===== src/rtl/multicycle_control_if.sv =====
// rtl/multicycle_control_if.sv - control-to-datapath bundle for the multicycle RISC-V controller
interface multicycle_control_if #(
   parameter int CNT_W = 32
);
   logic [6:0]       Opcode;
   logic             Zero;
   logic             MemReady;
   logic             IRWrite;
   logic             PCWrite;
   logic             PCSrc;
   logic             IorD;
   logic             MemRead;
   logic             MemWrite;
   logic             RegWrite;
   logic             MemtoReg;
   logic [1:0]       ALUSrcA;
   logic [1:0]       ALUSrcB;
   logic [1:0]       ALUOp;
   logic             Illegal;
   logic [3:0]       State;
   logic [CNT_W-1:0] Retired;

   modport master (
      input  Opcode, Zero, MemReady,
      output IRWrite, PCWrite, PCSrc, IorD, MemRead, MemWrite, RegWrite, MemtoReg,
      output ALUSrcA, ALUSrcB, ALUOp, Illegal, State, Retired
   );

   modport slave (
      output Opcode, Zero, MemReady,
      input  IRWrite, PCWrite, PCSrc, IorD, MemRead, MemWrite, RegWrite, MemtoReg,
      input  ALUSrcA, ALUSrcB, ALUOp, Illegal, State, Retired
   );
endinterface


===== src/rtl/multicycle_control.sv =====
// rtl/multicycle_control.sv - main control FSM of the non-pipelined multicycle RISC-V datapath
module multicycle_control #(
   parameter int CNT_W = 32
) (
   input  logic                 clk,
   input  logic                 reset,
   multicycle_control_if.master bus
);
   localparam logic [3:0] S_IDLE   = 4'd0;
   localparam logic [3:0] S_FETCH  = 4'd1;
   localparam logic [3:0] S_DECODE = 4'd2;
   localparam logic [3:0] S_MEMADR = 4'd3;
   localparam logic [3:0] S_MEMRD  = 4'd4;
   localparam logic [3:0] S_MEMWB  = 4'd5;
   localparam logic [3:0] S_MEMWR  = 4'd6;
   localparam logic [3:0] S_EXEC   = 4'd7;
   localparam logic [3:0] S_ALUWB  = 4'd8;
   localparam logic [3:0] S_BRANCH = 4'd9;
   localparam logic [3:0] S_TRAP   = 4'd10;

   localparam logic [6:0] OP_LOAD  = 7'b0000011;
   localparam logic [6:0] OP_STORE = 7'b0100011;
   localparam logic [6:0] OP_RTYPE = 7'b0110011;
   localparam logic [6:0] OP_BEQ   = 7'b1100011;

   logic [3:0]       state_q, state_d;
   logic [CNT_W-1:0] retired_q, retired_d;
   logic             illegal_q, illegal_d;
   logic             retire;

   always_comb begin
      state_d = S_IDLE;
      case (state_q)
         S_IDLE:   state_d = S_FETCH;
         S_FETCH:  state_d = bus.MemReady ? S_DECODE : S_FETCH;
         S_DECODE: begin
            case (bus.Opcode)
               OP_LOAD, OP_STORE: state_d = S_MEMADR;
               OP_RTYPE:          state_d = S_EXEC;
               OP_BEQ:            state_d = S_BRANCH;
               default:           state_d = S_TRAP;
            endcase
         end
         S_MEMADR: state_d = (bus.Opcode == OP_STORE) ? S_MEMWR : S_MEMRD;
         S_MEMRD:  state_d = bus.MemReady ? S_MEMWB : S_MEMRD;
         S_MEMWB:  state_d = S_FETCH;
         S_MEMWR:  state_d = bus.MemReady ? S_FETCH : S_MEMWR;
         S_EXEC:   state_d = S_ALUWB;
         S_ALUWB:  state_d = S_FETCH;
         S_BRANCH: state_d = S_FETCH;
         S_TRAP:   state_d = S_TRAP;
         default:  state_d = S_IDLE;
      endcase
   end

   // An instruction retires on the edge that leaves its last state.
   assign retire = (state_q == S_MEMWB) || (state_q == S_ALUWB) || (state_q == S_BRANCH) ||
                   ((state_q == S_MEMWR) && bus.MemReady);
   assign retired_d = retired_q + CNT_W'(retire);
   assign illegal_d = illegal_q | (state_d == S_TRAP);

   always_ff @(posedge clk) begin
      if (reset) begin
         state_q   <= S_IDLE;
         retired_q <= '0;
         illegal_q <= 1'b0;
      end else begin
         state_q   <= state_d;
         retired_q <= retired_d;
         illegal_q <= illegal_d;
      end
   end

   always_comb begin
      bus.IRWrite  = 1'b0;
      bus.PCWrite  = 1'b0;
      bus.PCSrc    = 1'b0;
      bus.IorD     = 1'b0;
      bus.MemRead  = 1'b0;
      bus.MemWrite = 1'b0;
      bus.RegWrite = 1'b0;
      bus.MemtoReg = 1'b0;
      bus.ALUSrcA  = 2'b00;
      bus.ALUSrcB  = 2'b00;
      bus.ALUOp    = 2'b00;
      case (state_q)
         S_FETCH: begin
            bus.MemRead = 1'b1;
            bus.ALUSrcB = 2'b01;
            bus.IRWrite = bus.MemReady;
            bus.PCWrite = bus.MemReady;
         end
         S_DECODE: begin
            bus.ALUSrcA = 2'b10;
            bus.ALUSrcB = 2'b10;
         end
         S_MEMADR: begin
            bus.ALUSrcA = 2'b01;
            bus.ALUSrcB = 2'b10;
         end
         S_MEMRD: begin
            bus.MemRead = 1'b1;
            bus.IorD    = 1'b1;
         end
         S_MEMWB: begin
            bus.RegWrite = 1'b1;
            bus.MemtoReg = 1'b1;
         end
         S_MEMWR: begin
            bus.MemWrite = 1'b1;
            bus.IorD     = 1'b1;
         end
         S_EXEC: begin
            bus.ALUSrcA = 2'b01;
            bus.ALUOp   = 2'b10;
         end
         S_ALUWB:  bus.RegWrite = 1'b1;
         S_BRANCH: begin
            bus.ALUSrcA = 2'b01;
            bus.ALUOp   = 2'b01;
            bus.PCSrc   = 1'b1;
            bus.PCWrite = bus.Zero;
         end
         default: ;
      endcase
   end

   assign bus.Illegal = illegal_q;
   assign bus.State   = state_q;
   assign bus.Retired = retired_q;
endmodule


===== src/flat_wrapper.sv =====
// flat-port wrapper written by rule: the top's interface ports become plain ports
module multicycle_control_flat 
#(
   parameter int CNT_W = 32
)
  (clk, reset, bus_Opcode, bus_Zero, bus_MemReady, bus_IRWrite, bus_PCWrite, bus_PCSrc, bus_IorD, bus_MemRead, bus_MemWrite, bus_RegWrite, bus_MemtoReg, bus_ALUSrcA, bus_ALUSrcB, bus_ALUOp, bus_Illegal, bus_State, bus_Retired);
  multicycle_control_if #(.CNT_W(CNT_W)) bus_i ();
  input  logic clk;
  input  logic reset;
  input wire logic [$bits(bus_i.Opcode)-1:0] bus_Opcode;
  input wire logic [$bits(bus_i.Zero)-1:0] bus_Zero;
  input wire logic [$bits(bus_i.MemReady)-1:0] bus_MemReady;
  output wire logic [$bits(bus_i.IRWrite)-1:0] bus_IRWrite;
  output wire logic [$bits(bus_i.PCWrite)-1:0] bus_PCWrite;
  output wire logic [$bits(bus_i.PCSrc)-1:0] bus_PCSrc;
  output wire logic [$bits(bus_i.IorD)-1:0] bus_IorD;
  output wire logic [$bits(bus_i.MemRead)-1:0] bus_MemRead;
  output wire logic [$bits(bus_i.MemWrite)-1:0] bus_MemWrite;
  output wire logic [$bits(bus_i.RegWrite)-1:0] bus_RegWrite;
  output wire logic [$bits(bus_i.MemtoReg)-1:0] bus_MemtoReg;
  output wire logic [$bits(bus_i.ALUSrcA)-1:0] bus_ALUSrcA;
  output wire logic [$bits(bus_i.ALUSrcB)-1:0] bus_ALUSrcB;
  output wire logic [$bits(bus_i.ALUOp)-1:0] bus_ALUOp;
  output wire logic [$bits(bus_i.Illegal)-1:0] bus_Illegal;
  output wire logic [$bits(bus_i.State)-1:0] bus_State;
  output wire logic [$bits(bus_i.Retired)-1:0] bus_Retired;
  assign bus_i.Opcode = bus_Opcode;
  assign bus_i.Zero = bus_Zero;
  assign bus_i.MemReady = bus_MemReady;
  assign bus_IRWrite = bus_i.IRWrite;
  assign bus_PCWrite = bus_i.PCWrite;
  assign bus_PCSrc = bus_i.PCSrc;
  assign bus_IorD = bus_i.IorD;
  assign bus_MemRead = bus_i.MemRead;
  assign bus_MemWrite = bus_i.MemWrite;
  assign bus_RegWrite = bus_i.RegWrite;
  assign bus_MemtoReg = bus_i.MemtoReg;
  assign bus_ALUSrcA = bus_i.ALUSrcA;
  assign bus_ALUSrcB = bus_i.ALUSrcB;
  assign bus_ALUOp = bus_i.ALUOp;
  assign bus_Illegal = bus_i.Illegal;
  assign bus_State = bus_i.State;
  assign bus_Retired = bus_i.Retired;
  multicycle_control #(.CNT_W(CNT_W)) u_core (.clk(clk), .reset(reset), .bus(bus_i));
endmodule

===== config.mk =====
export PLATFORM = sky130hd
export DESIGN_NAME = multicycle_control_flat
export DESIGN_NICKNAME = d
export VERILOG_FILES = /design/src/rtl/multicycle_control_if.sv /design/src/rtl/multicycle_control.sv /design/src/flat_wrapper.sv
export SDC_FILE = /design/constraint.sdc
export NUM_CORES = 1
export LEC_CHECK = 0
export CAP_MARGIN = 20
export CORE_MARGIN = 3
export CORE_UTILIZATION = 50
export DETAILED_ROUTE_END_ITERATION = 10
export PLACE_DENSITY = 0.85
export SKIP_LAST_GASP = 1
export SYNTH_ARGS = -nofsm -noshare
export SYNTH_HDL_FRONTEND = slang
export SYNTH_SLANG_ARGS = --single-unit
export TNS_END_PERCENT = 1

===== constraint.sdc =====
create_clock -name clk -period 4.7 [get_ports clk]
set_input_delay 0.94 -clock clk [delete_from_list [all_inputs] [get_ports clk]]
set_output_delay 0.94 -clock clk [all_outputs]
set_load 0.01 [all_outputs]

==> results by group <==
Place
  • DP Worst Slack: 1.17 ns
  • Inst Count DP: 328
  • Placed wire-length estimate after detailed placement: 3.05 mm
  • IO buf count: 61
  • Gp weighted congestion: 0.764

Yosys
  • Synthesized instance count: 227
  • EDFF count, synth: 0
  • Sequential-to-total area share from yosys stat: 37.7%
  • Ys async rst share: 0%
  • Top cell type by total area after synthesis: dfxtp_1
  • Mapped cell area: 1960 um^2
  • Leading post-synthesis cells by cell area: dfxtp_1 38%, xor2_1 9.8%, nor2_1 8.0%
  • Cell variety after synth: 47
  • Syn Area/Cell: 8.65 um^2
  • Yosys warnings: 0
  • Main synth FF type: dfxtp_1
  • Flops & latches, synth: 37
  • Top-area cell type share of the netlist area: 37.7%
  • Count leader, synth: nor2_1
  • Synth cell count leaders: 42 x nor2_1, 37 x dfxtp_1, 22 x xor2_1
  • Syn Nets: 240

Clock tree
  • Resize count post-CTS: 0
  • Clk buf depth: 2
  • CTS tree: built
  • Worst-Skew Late Latency: 0.28 ns
  • TritonCTS buffer count: 5
  • H-tree levels: 2
  • Root Driver: clkbuf_8
  • Clk slew on worst S/H paths: 0.06 ns
  • Post-cts hold buffer count: 0
  • Setup bufs post-CTS: 0
  • Clock sink count: 37

Pwr
  • Clock power frac: 34.6%
  • PD cells: 236 nW/um^2
  • Seq pwr share: 52.0%
  • NetSw: 150 uW
  • Peak supply drop: 0.164 mV
  • Sw Ratio: 23.7%
  • Leakage: 0.00101 uW
  • Comb pwr share: 13.5%
  • Internal power: 483 uW

Critical path
  • Critical Path, Cell by Cell: clkdlybuf4s50_1 > or4b_4 > nand2_1 > clkdlybuf4s50_1
  • Crit path launch type: primary input
  • Most Frequent Cell on Critical Path: clkdlybuf4s50_1
  • WP data arrival: 2.59 ns
  • Max FO, Critical Path: 6
  • Crit. End Element: output port
  • Reg2reg end: u_core.bus.Retired[26]
  • Setup CP Type: in -> out
  • Critical-path top delay cell: clkdlybuf4s50_1
  • Flop2flop setup slack: 1.51 ns
  • Worst Reg2Reg Path Length in Cells: 11
  • Required @ worst endpoint: 3.76 ns
  • Crit-path max cell delay: 0.55 ns
  • R2r startpoint: u_core.bus.State[2]

Final layout
  • Antenna cells: 0
  • FILL cells: 305
  • Layout net count: 300
  • Non-filler cells, final: 335
  • Synth-to-Final Area Change: 36.9%
  • Layout cells sized above 1: 7.32%

Timing
  • Fin. Hold Viols: 0
  • Worst setup margin: 1.17 ns
  • Fin crit share: 75.1%
  • Final TNS setup: 0 ns
  • Clk_skew: 0.00526 ns
  • Slew of the pin with the lowest slew margin: 0.736 ns
  • RSZ-0062 raised after global routing: no
  • Fin crit period: 3.53 ns
  • Final Max Slew Viols: 0
  • Max_slew headroom: 50.6%
  • Setup-failing EPs final: 0
  • Max Clk Rate: 283 MHz

Floorplan
  • CORE AREA: 3720 um^2
  • # IOs: 62
  • Initial Utilization: 52.8%
  • Die area: 4710 um^2
  • Die H: 68.7 um
  • Die W: 68.7 um
  • Row count: 22

Detailed routing
  • Detailed router's first-iteration violation count: 91
  • Via Count: 1778
  • Drt pass-1 iters: 4
  • # DRC: 0
  • WL final: 4.25 mm
  • WL/cell: 12.7 um
  • Via density per instance: 5.31
  • Antenna Nets Post-Route: 0

Hold path
  • Min-Delay Startpoint: u_core.bus.Illegal
  • Worst Hold Path EP: u_core.bus.Illegal
  • Class of the worst hold path: reg -> reg
  • Worst hold path depth: 2

Global route
  • Initial antenna violation count: 0
  • First-pass GRT wire length: 7.11 mm
  • Aggregate global routing overflow: 0
  • Vias in the first global route: 1607
  • Largest net degree at the start of global routing: 37
  • GRT Util Overall: 19.6%

Run
  • Max Cap Viol: 0

Run status
  • Status: completed
-- cells by family after synthesis --
family	Yosys count	synth area share, %
simple gates	123	36.6
flops	37	37.7
xor+xnor	30	13.4
compound gates	18	6.82
buf+inv	15	3.19
fa+ha+maj	3	1.78
mux	1	0.510
-- metrics by stage --
| stage | total power, uW | hold WS, ns | utilization [%] | cell area (um^2) |
|---|---|---|---|---|
| finish | 633 | 0.487 | 72.3 | 2690 |
| global route | 662 | 0.524 | 72.3 | 2690 |
| floorplan | 381 | 0.513 | - | 1960 |
| CTS | 640 | 0.496 | 72.3 | 2690 |
| detailed placement | 422 | 0.481 | 70.0 | 2600 |
| global placement | 421 | 0.466 | 70.0 | 2600 |
-- layer usage --
metal	vias to the layer above	global-route usage, %	wire, um
li1	899	-	-
met1	820	24.8	1950
met2	54	32.7	1950
met3	5	4.54	291
met4	0	6.70	51
met5	-	0	0
-- placed cells by master (no fill, tap or decap), types with 6 or more instances in the layout --
| cell | netlist | layout |
|---|---|---|
| nand4_1 | 11 | 11 |
| nor2_1 | 42 | 42 |
| nand3_1 | 16 | 16 |
| xnor2_1 | 8 | 8 |
| xor2_1 | 22 | 22 |
| clkbuf_8 | 0 | 6 |
| dfxtp_1 | 37 | 37 |
| clkdlybuf4s50_1 | 0 | 61 |
| nor2b_1 | 9 | 9 |
| nand2_1 | 10 | 10 |
| inv_1 | 6 | 6 |
-- power by group through the flow --
stage,Sequential [uW],Combinational [uW],Clock (uW)
after floorplan,330,50.9,0
after global placement,336,85.1,0
after detailed placement,336,85.5,0
after CTS,329,85.7,226
after global routing,330,93.5,238
final,329,85.3,219
-- state kept, by name (all words and copies together) (netlist names) --
register            flops
u_core.bus.State        4
u_core.bus.Retired     32
u_core.bus.Illegal      1
-- worst max-delay path: cells and delay by family --
family	cells	cell delay, ns
AND/OR/NAND/NOR	2	0.58
buffers and inverters	2	1.07
-- worst max path at each step --
stage	start	end	slack, ns	cells past startpoint
floorplan	bus_MemReady	bus_PCWrite	2.25	2
global placement	bus_MemReady	bus_PCWrite	1.20	4
detailed placement	bus_MemReady	bus_IRWrite	1.17	4
CTS	bus_MemReady	bus_IRWrite	1.16	4
global route	bus_MemReady	bus_PCWrite	1.08	4
finish	bus_MemReady	bus_PCWrite	1.17	4
-- layout make-up --
cell class                 count  area [um^2]  area share [%]
multi-input combinational    175         1160            43.2
sequential                    37          741            27.6
timing repair buffer          62          618            23.0
clock buffer                   7         86.3            3.21
tap                           48         60.1            2.23
inverter                       6         22.5           0.838
Note: power is estimated with default switching activity, not from simulation.
